==> config.mk <==
export PLATFORM = sky130hd
export DESIGN_NAME = i_serdes_deser
export DESIGN_NICKNAME = d
export VERILOG_FILES = /design/src/rtl/i_serdes_deser.sv
export SDC_FILE = /design/constraint.sdc
export NUM_CORES = 1
export LEC_CHECK = 0
export ABC_AREA = 1
export CORE_UTILIZATION = 40
export CTS_CLUSTER_SIZE = 16
export DETAILED_ROUTE_END_ITERATION = 10
export MAX_ROUTING_LAYER = met4
export PLACE_DENSITY = 0.66
export REMOVE_ABC_BUFFERS = 1
export SLEW_MARGIN = 20
export SYNTH_ARGS = -nofsm -noshare
export SYNTH_HDL_FRONTEND = slang
export SYNTH_SLANG_ARGS = --single-unit
==> constraint.sdc <==
create_clock -name PLL_CLK -period 3.25 [get_ports PLL_CLK]
set_input_delay 0.65 -clock PLL_CLK [delete_from_list [all_inputs] [get_ports PLL_CLK]]
set_output_delay 0.65 -clock PLL_CLK [all_outputs]
set_load 0.01 [all_outputs]
==> src/rtl/i_serdes_deser.sv <==
// Serial-to-parallel receiver: MSB-first WIDTH-bit word assembly with channel-bond sync and bitslip.
// Optional macro I_SERDES_SLIP_COUNT_EN adds the SLIP_CNT output counting applied slips.
module i_serdes_deser #(
    parameter int WIDTH = 4
) (
    input  logic             PLL_CLK,
    input  logic             RST,
    input  logic             PLL_LOCK,
    input  logic             D,
    input  logic             EN,
    input  logic             BITSLIP_ADJ,
    input  logic             CHANNEL_BOND_SYNC_IN,
    output logic [WIDTH-1:0] Q,
    output logic             DATA_VALID,
    output logic             CHANNEL_BOND_SYNC_OUT
`ifdef I_SERDES_SLIP_COUNT_EN
    ,
    output logic [3:0]       SLIP_CNT
`endif
);

    localparam int CNT_W = $clog2(WIDTH);

    typedef enum logic [1:0] {
        IDLE  = 2'd0,
        ALIGN = 2'd1,
        RUN   = 2'd2
    } state_t;

    state_t             state, state_next;
    logic [CNT_W-1:0]   bit_cnt;
    logic [WIDTH-1:0]   shift;
    logic               slip_pending;
    logic               bitslip_q;

    logic               take_first;
    logic               shift_en;
    logic               slip_apply;
    logic               slip_req;
    logic               word_done;

    always_ff @(posedge PLL_CLK or posedge RST) begin
        if (RST) state <= IDLE;
        else     state <= state_next;
    end

    // NOTE: every output of this block gets a default first, so no path leaves one unassigned and no latch is inferred.
    always_comb begin
        state_next = state;
        take_first = 1'b0;
        shift_en   = 1'b0;
        slip_apply = 1'b0;
        if (!PLL_LOCK) begin
            state_next = IDLE;
        end else begin
            case (state)
                IDLE:  state_next = ALIGN;
                ALIGN: if (EN && CHANNEL_BOND_SYNC_IN) begin
                    state_next = RUN;
                    take_first = 1'b1;
                end
                RUN:   if (EN) begin
                    if (slip_pending) slip_apply = 1'b1;
                    else              shift_en   = 1'b1;
                end
                default: state_next = IDLE;
            endcase
        end
    end

    assign word_done             = shift_en && (bit_cnt == CNT_W'(WIDTH - 1));
    // A request landing while one is still pending is dropped, not queued.
    assign slip_req              = PLL_LOCK && (state == RUN) && BITSLIP_ADJ && !bitslip_q && !slip_pending;
    assign CHANNEL_BOND_SYNC_OUT = (state == RUN);

    // NOTE: sequential state uses non-blocking assignments so every register samples pre-edge values.
    always_ff @(posedge PLL_CLK or posedge RST) begin
        if (RST) begin
            Q            <= '0;
            DATA_VALID   <= 1'b0;
            bit_cnt      <= '0;
            shift        <= '0;
            slip_pending <= 1'b0;
            bitslip_q    <= 1'b0;
        end else begin
            bitslip_q  <= BITSLIP_ADJ;
            DATA_VALID <= 1'b0;
            if (!PLL_LOCK) begin
                bit_cnt      <= '0;
                shift        <= '0;
                slip_pending <= 1'b0;
            end else begin
                if (take_first) begin
                    shift   <= {{(WIDTH-1){1'b0}}, D};
                    bit_cnt <= CNT_W'(1);
                end
                if (shift_en) begin
                    shift <= {shift[WIDTH-2:0], D};
                    if (word_done) begin
                        Q          <= {shift[WIDTH-2:0], D};
                        DATA_VALID <= 1'b1;
                        bit_cnt    <= '0;
                    end else begin
                        bit_cnt <= bit_cnt + 1'b1;
                    end
                end
                if (slip_apply)    slip_pending <= 1'b0;
                else if (slip_req) slip_pending <= 1'b1;
            end
        end
    end

`ifdef I_SERDES_SLIP_COUNT_EN
    always_ff @(posedge PLL_CLK or posedge RST) begin
        if (RST) begin
            SLIP_CNT <= 4'd0;
        end else if (!PLL_LOCK) begin
            SLIP_CNT <= 4'd0;
        end else if (slip_apply) begin
            SLIP_CNT <= (SLIP_CNT == 4'(WIDTH - 1)) ? 4'd0 : SLIP_CNT + 4'd1;
        end
    end
`else
    // Slip counter not built in this configuration.
`endif

endmodule
==> metrics.txt, run 1 <==
status=complete, no violations; layout cells sized above 1=about a tenth; Avg Inst Size Synth=~8.9 um^2; Post-CTS Resized=0; # setup viols final=0; DP HPWL=approximately 800 um; detailed-route via count=roughly 480; GRT Total Usage=15.3%; CTS Hold Buffers Added=0; Finished Core Util=53.4%; Seq/Total Area, Yosys=54.6%; RSZ-0062 raised after global routing=false; first-pass GRT wire length=between 1.5 and 2 mm; WHS Endpoint=Q[1]$_DFFE_PP0P_; Startpoint Class=register; Setup TNS=0 ns; fmax=roughly 490 MHz; Critical Path Fanout Max=2; relative slew slack=64.7%; Worst Path Class, Setup=register to primary output; worst setup margin=between 1 and 1.5 ns; CTS buffer count=3; Initial Util=42.6%; Final GP Congestion=~0.78; vias in the first global route=slightly above 400; Via density=roughly 4.6; initial antenna violation count=0; most frequent cells in the layout=nand2_1, dfrtp_1, inv_1, clkdlybuf4s50_1; launch point of the worst hold path=Q[1]$_DFFE_PP0P_; clk buf depth=2; area delta synth->final=25.3%; max cap viols=0; pwr dens=382 mW/mm^2; row cnt=14; Hold WS=0.473 ns; CTS sink count=14; clk root buf=clkbuf_4; commonest non-fill, non-tap cell in the layout=nand2_1; maximum vdd ir drop=0.000195 V; Crit. End Element=primary output; Slew @ Worst Pin=0.528 ns; Residual DRC=0; IO Count=13; r2r endpoint=bit_cnt[0]$_DFFE_PP0P_; R2R depth=4; final hold vios=0; Reg2Reg Setup Slack=2.13 ns; postcts setup bufs=0; DR WL/cell=between 10 and 15 um; clock-pin slew on the worst setup and hold paths=approximately 0.08 ns; distinct cell type count after synthesis=16; Req. time, crit path=approximately 2.6 ns; HP Class=register to register; DRT Wirelength=between 1 and 1.5 mm; Hold Path Cell Cnt=2; worst slack at placement=approximately 1.3 ns; GR Overflow Total=0; reg2reg start=bit_cnt[0]$_DFFE_PP0P_; Chip Height=approximately 42 um; drt pass-1 iters=4; Clock Latency Late Sink=between 0.2 and 0.3 ns; core area=around 0.0015 mm^2; number of DRC markers in iteration 0=9; Ant. Diodes=0; nets=97; CTS tree=done; Clock Skew=roughly 0.0028 ns; post-synthesis cell count=72; Seq cells post-synth=14; H-tree levels=1; Die Area=between 0.0015 and 0.002 mm^2; Final Max Slew Viols=0; Synth Cell Area=642 um^2; LEAKAGE=between 0.0004 and 0.0005 uW; Non-Filler Cell Area, Final=a little over 800 um^2; min cycle time layout=~2.0 ns; die width=approximately 42 um; yosys warns=0; final worst path period share=approximately 63%; Arrival @ worst endpoint=between 1 and 1.5 ns; largest net degree at the start of global routing=15; Area after DPL=around 780 um^2; PortBufs=12; Routed Antenna Nets=0
report_power, final:
part | total, uW | internal (uW) | switching (uW) | leakage [uW]
sequential | 183 | 179 | 3.86 | 0.000189
clock | 95.4 | 42.9 | 52.5 | 0.0000138
combinational | 29.3 | 12.7 | 16.6 | 0.000236
worst max-delay path by stage:
| stage | from | to | cells past startpoint |
|---|---|---|---|
| 2_1_floorplan | EN | Q[0]$_DFFE_PP0P_ | 7 |
| 3_3_place_gp | PLL_LOCK | Q[2]$_DFFE_PP0P_ | 6 |
| 3_5_place_dp | PLL_LOCK | Q[2]$_DFFE_PP0P_ | 6 |
| 4_1_cts | state[0]$_DFFE_PP0P_ | CHANNEL_BOND_SYNC_OUT | 2 |
| 5_1_grt | state[0]$_DFFE_PP0P_ | CHANNEL_BOND_SYNC_OUT | 2 |
| 6_report | state[0]$_DFFE_PP0P_ | CHANNEL_BOND_SYNC_OUT | 2 |
worst max-delay path: stages (launching register included):
cell,delay (ns)
dfrtp_1,0.42
nor2_4,0.14
clkdlybuf4s50_1,0.54
state kept, by name, indices dropped and copies added, names as in the netlist:
signal,flops
Q,4
shift,3
bit_cnt,2
state,2
DATA_VALID,1
bitslip_q,1
slip_pending,1
through the flow:
stage                     cells  power, uW
after floorplan              72        202
after global placement      100        215
after detailed placement    100        216
after CTS                   103        314
after global routing        103        325
final                       103        307
cells in the mapped netlist (all sizes together):
| cell | number | share of area (%) |
|---|---|---|
| a21oi | 1 | 0.78 |
| nor3 | 1 | 0.78 |
| nand3 | 6 | 4.7 |
| inv | 14 | 8.2 |
| o211ai | 1 | 1.2 |
| ha | 1 | 1.9 |
| nor2 | 7 | 8.2 |
| dfrtp | 14 | 55 |
| nand2 | 20 | 14 |
| nand4 | 1 | 0.98 |
| o21ai | 6 | 4.7 |
layer usage:
metal | routed length, um | vias up | global-route usage [%]
li1 | - | 253 | -
met1 | 595 | 209 | 19.0
met2 | 447 | 12 | 20.6
met3 | 34 | 4 | 5.17
met4 | 23 | 0 | 11.3
met5 | 0 | - | -
cell families (layout without fill, tap and decap cells):
logic type / after synthesis / after routing / share of synthesized area (%)
buffers and inverters: 14 / 29 / 8.19
AO/OA/AOI/OAI: 8 / 8 / 6.63
AND/OR/NAND/NOR: 35 / 35 / 28.7
adder cells (fa/ha/maj): 1 / 1 / 1.95
flip-flops: 14 / 14 / 54.6
layout make-up:
cell class / instances / area, um^2
fillers: 147 / 702
inverters: 14 / 52.6
well taps: 16 / 20.0
repair buffers: 12 / 120
flip-flops and latches: 14 / 350
multi-input cells: 44 / 239
clock buffers: 3 / 22.5
Note: power is estimated with default switching activity, not from simulation.
==> run 2, diff against run 1 <==
--- a/config.mk
+++ b/config.mk
@@ -10,7 +10,7 @@
 export CTS_CLUSTER_SIZE = 16
 export DETAILED_ROUTE_END_ITERATION = 10
 export MAX_ROUTING_LAYER = met4
-export PLACE_DENSITY = 0.66
+export PLACE_DENSITY = 0.68
 export REMOVE_ABC_BUFFERS = 1
 export SLEW_MARGIN = 20
 export SYNTH_ARGS = -nofsm -noshare
==> constraint.sdc (replaced) <==
create_clock -name PLL_CLK -period 1.75 [get_ports PLL_CLK]
set_input_delay 0.35 -clock PLL_CLK [delete_from_list [all_inputs] [get_ports PLL_CLK]]
set_output_delay 0.35 -clock PLL_CLK [all_outputs]
set_load 0.01 [all_outputs]
==> run 2 against run 1 <==
  * Die area stayed put
  * Sequential share of layout area shrank 1.1 points
  * Hold slack got worse by 0.083 ns
  * Global-route usage grew 0.53 points
  * Count of clock-buffer cells in the layout up 1
  * Critical path type unchanged
  * Critical endpoint is now Q[0]
  * Largest power group unchanged
==> metrics.txt, run 2 (synthesized netlist as in run 1, its figures left out) <==
fmax=659 MHz; relative slew slack=65.8% (+1.1 points); # setup viols final=0 (unchanged); Ant. Diodes=0 (unchanged); Largest regs=Q: 4 flops, shift: 3 flops; DRT Wirelength=1.04 mm (-5.2%); H-tree levels=1 (unchanged); DP HPWL=810 um (+0.21%); Area after DPL=790 um^2 (+0.96%); Setup TNS=0 ns (unchanged); register name with the most flops=Q; Arrival @ worst endpoint=1.17 ns (-0.21 ns); Worst Path Class, Setup=register to primary output; core area=0.00151 mm^2 (unchanged); Slew @ Worst Pin=0.512 ns (-0.0159 ns); Critical Path Source=Q[0]$_DFFE_PP0P_; Crit. End Element=primary output; final worst path period share=a little under 90%; area delta synth->final=28.5%; Startpoint Class=register; Post-CTS Resized=1 (+1); drt pass-1 iters=3 (-1); postcts setup bufs=0 (unchanged); nets=98 (+1.0%); HP Class=input pin to asynchronous set/reset pin; most frequent cells in the layout=nand2_1, dfrtp_1, inv_1, clkdlybuf4s50_1; Non-Filler Cell Area, Final=825 um^2 (+2.5%); Cell Count, Final, Fillers Out=105 (+1.9%); placed cell count=101 (+1.0%); IO Count=13 (unchanged); clk root buf=clkbuf_4; status=complete, no violations; crit-path cells=clkdlybuf4s50_1; filler instances=136 (-7.5%); Via density=4.62 (-0.47%); largest stage delay on the critical path=0.54 ns (about the same); Clock Skew=0.00887 ns (+0.00610 ns); max reg flops=4 (unchanged); commonest non-fill, non-tap cell in the layout=nand2_1; maximum vdd ir drop=0.000380 V (+95%); Die Area=0.00177 mm^2 (unchanged); row cnt=14 (unchanged); GRT Total Usage=15.8% (+0.53 points); family with the most delay on the worst path=buffers and inverters; DR WL/cell=9.93 um (-7.0%); GR Overflow Total=0 (unchanged); min cycle time layout=1.52 ns; Residual DRC=0 (unchanged); clk buf depth=2 (unchanged); Initial Util=42.6% (unchanged); detailed-route via count=485 (+1.5%); die width=42.1 um (unchanged); CTS tree=done; layout cells sized above 1=12.4% (+2.0 points); largest net degree at the start of global routing=15 (unchanged); PortBufs=12 (unchanged); vias in the first global route=512 (+23%); Chip Height=42.1 um (unchanged); number of DRC markers in iteration 0=6 (-3); max cap viols=0 (unchanged); first-pass GRT wire length=2.05 mm (+12%); Critical Path Fanout Max=2 (unchanged); Clock Latency Late Sink=0.28 ns (about the same); reg2reg start=state[0]$_DFFE_PP0P_; Req. time, crit path=1.40 ns (-1.20 ns); Final Max Slew Viols=0 (unchanged); CTS Hold Buffers Added=0 (unchanged); CTS sink count=14 (unchanged); worst path buffer plus inverter count=1 (unchanged); LEAKAGE=0.000455 uW (+3.8%); final hold vios=0 (unchanged); clock-pin slew on the worst setup and hold paths=0.09 ns (about the same); pwr dens=758 mW/mm^2 (+98%); CTS buffer count=3 (unchanged); Routed Antenna Nets=0 (unchanged); initial antenna violation count=0 (unchanged); RSZ-0062 raised after global routing=false; Final GP Congestion=0.741 (-4.7%); crit path max-delay cell type=clkdlybuf4s50_1
-- run 2: layer usage --
metal  vias to the layer above  wire length (um)  track usage, %
met5                         -                 0               -
met4                         0                28            9.38
met3                         5                36            2.59
met2                         9               418            22.2
met1                       213               559            21.7
li1                        258                 -               -
-- run 2: cell type report --
cell class | instances | area, um^2 | share of cell area [%]
Multi-Input combinational cell | 44 | 239 | 29.0
Inverter | 14 | 52.6 | 6.37
Tap cell | 16 | 20.0 | 2.43
Sequential cell | 14 | 350 | 42.5
Clock buffer | 4 | 36.3 | 4.40
Timing Repair Buffer | 13 | 126 | 15.3
-- run 2: path summary, 6_finish.rpt --
path | to | slack (ns) | depth (start not counted)
worst max-delay path | Q[0] | 0.23 | 1
worst min-delay path | state[0]$_DFFE_PP0P_ | 0.39 | 2
worst max register to register | shift[2]$_DFFE_PP0P_ | 0.62 | 5
worst min register to register | Q[2]$_DFFE_PP0P_ | 0.47 | 2
max in group asynchronous | shift[2]$_DFFE_PP0P_ | 1.01 | 2
min in group PLL_CLK | Q[2]$_DFFE_PP0P_ | 0.47 | 2
-- run 2: power by group --
group / switching (uW) / internal [uW]
clock network: 104 / 126
logic: 30.4 / 24.5
registers: 7.25 / 332
-- run 2: per-stage QoR --
step	util (%)	setup WS, ns	power (uW)	hold slack [ns]
floorplan	-	0.704	375	0.239
global placement	52.4	0.199	401	0.459
detailed placement	52.4	0.172	402	0.458
CTS	54.7	0.213	635	0.408
global route	54.7	0.189	655	0.456
finish	54.7	0.233	625	0.390
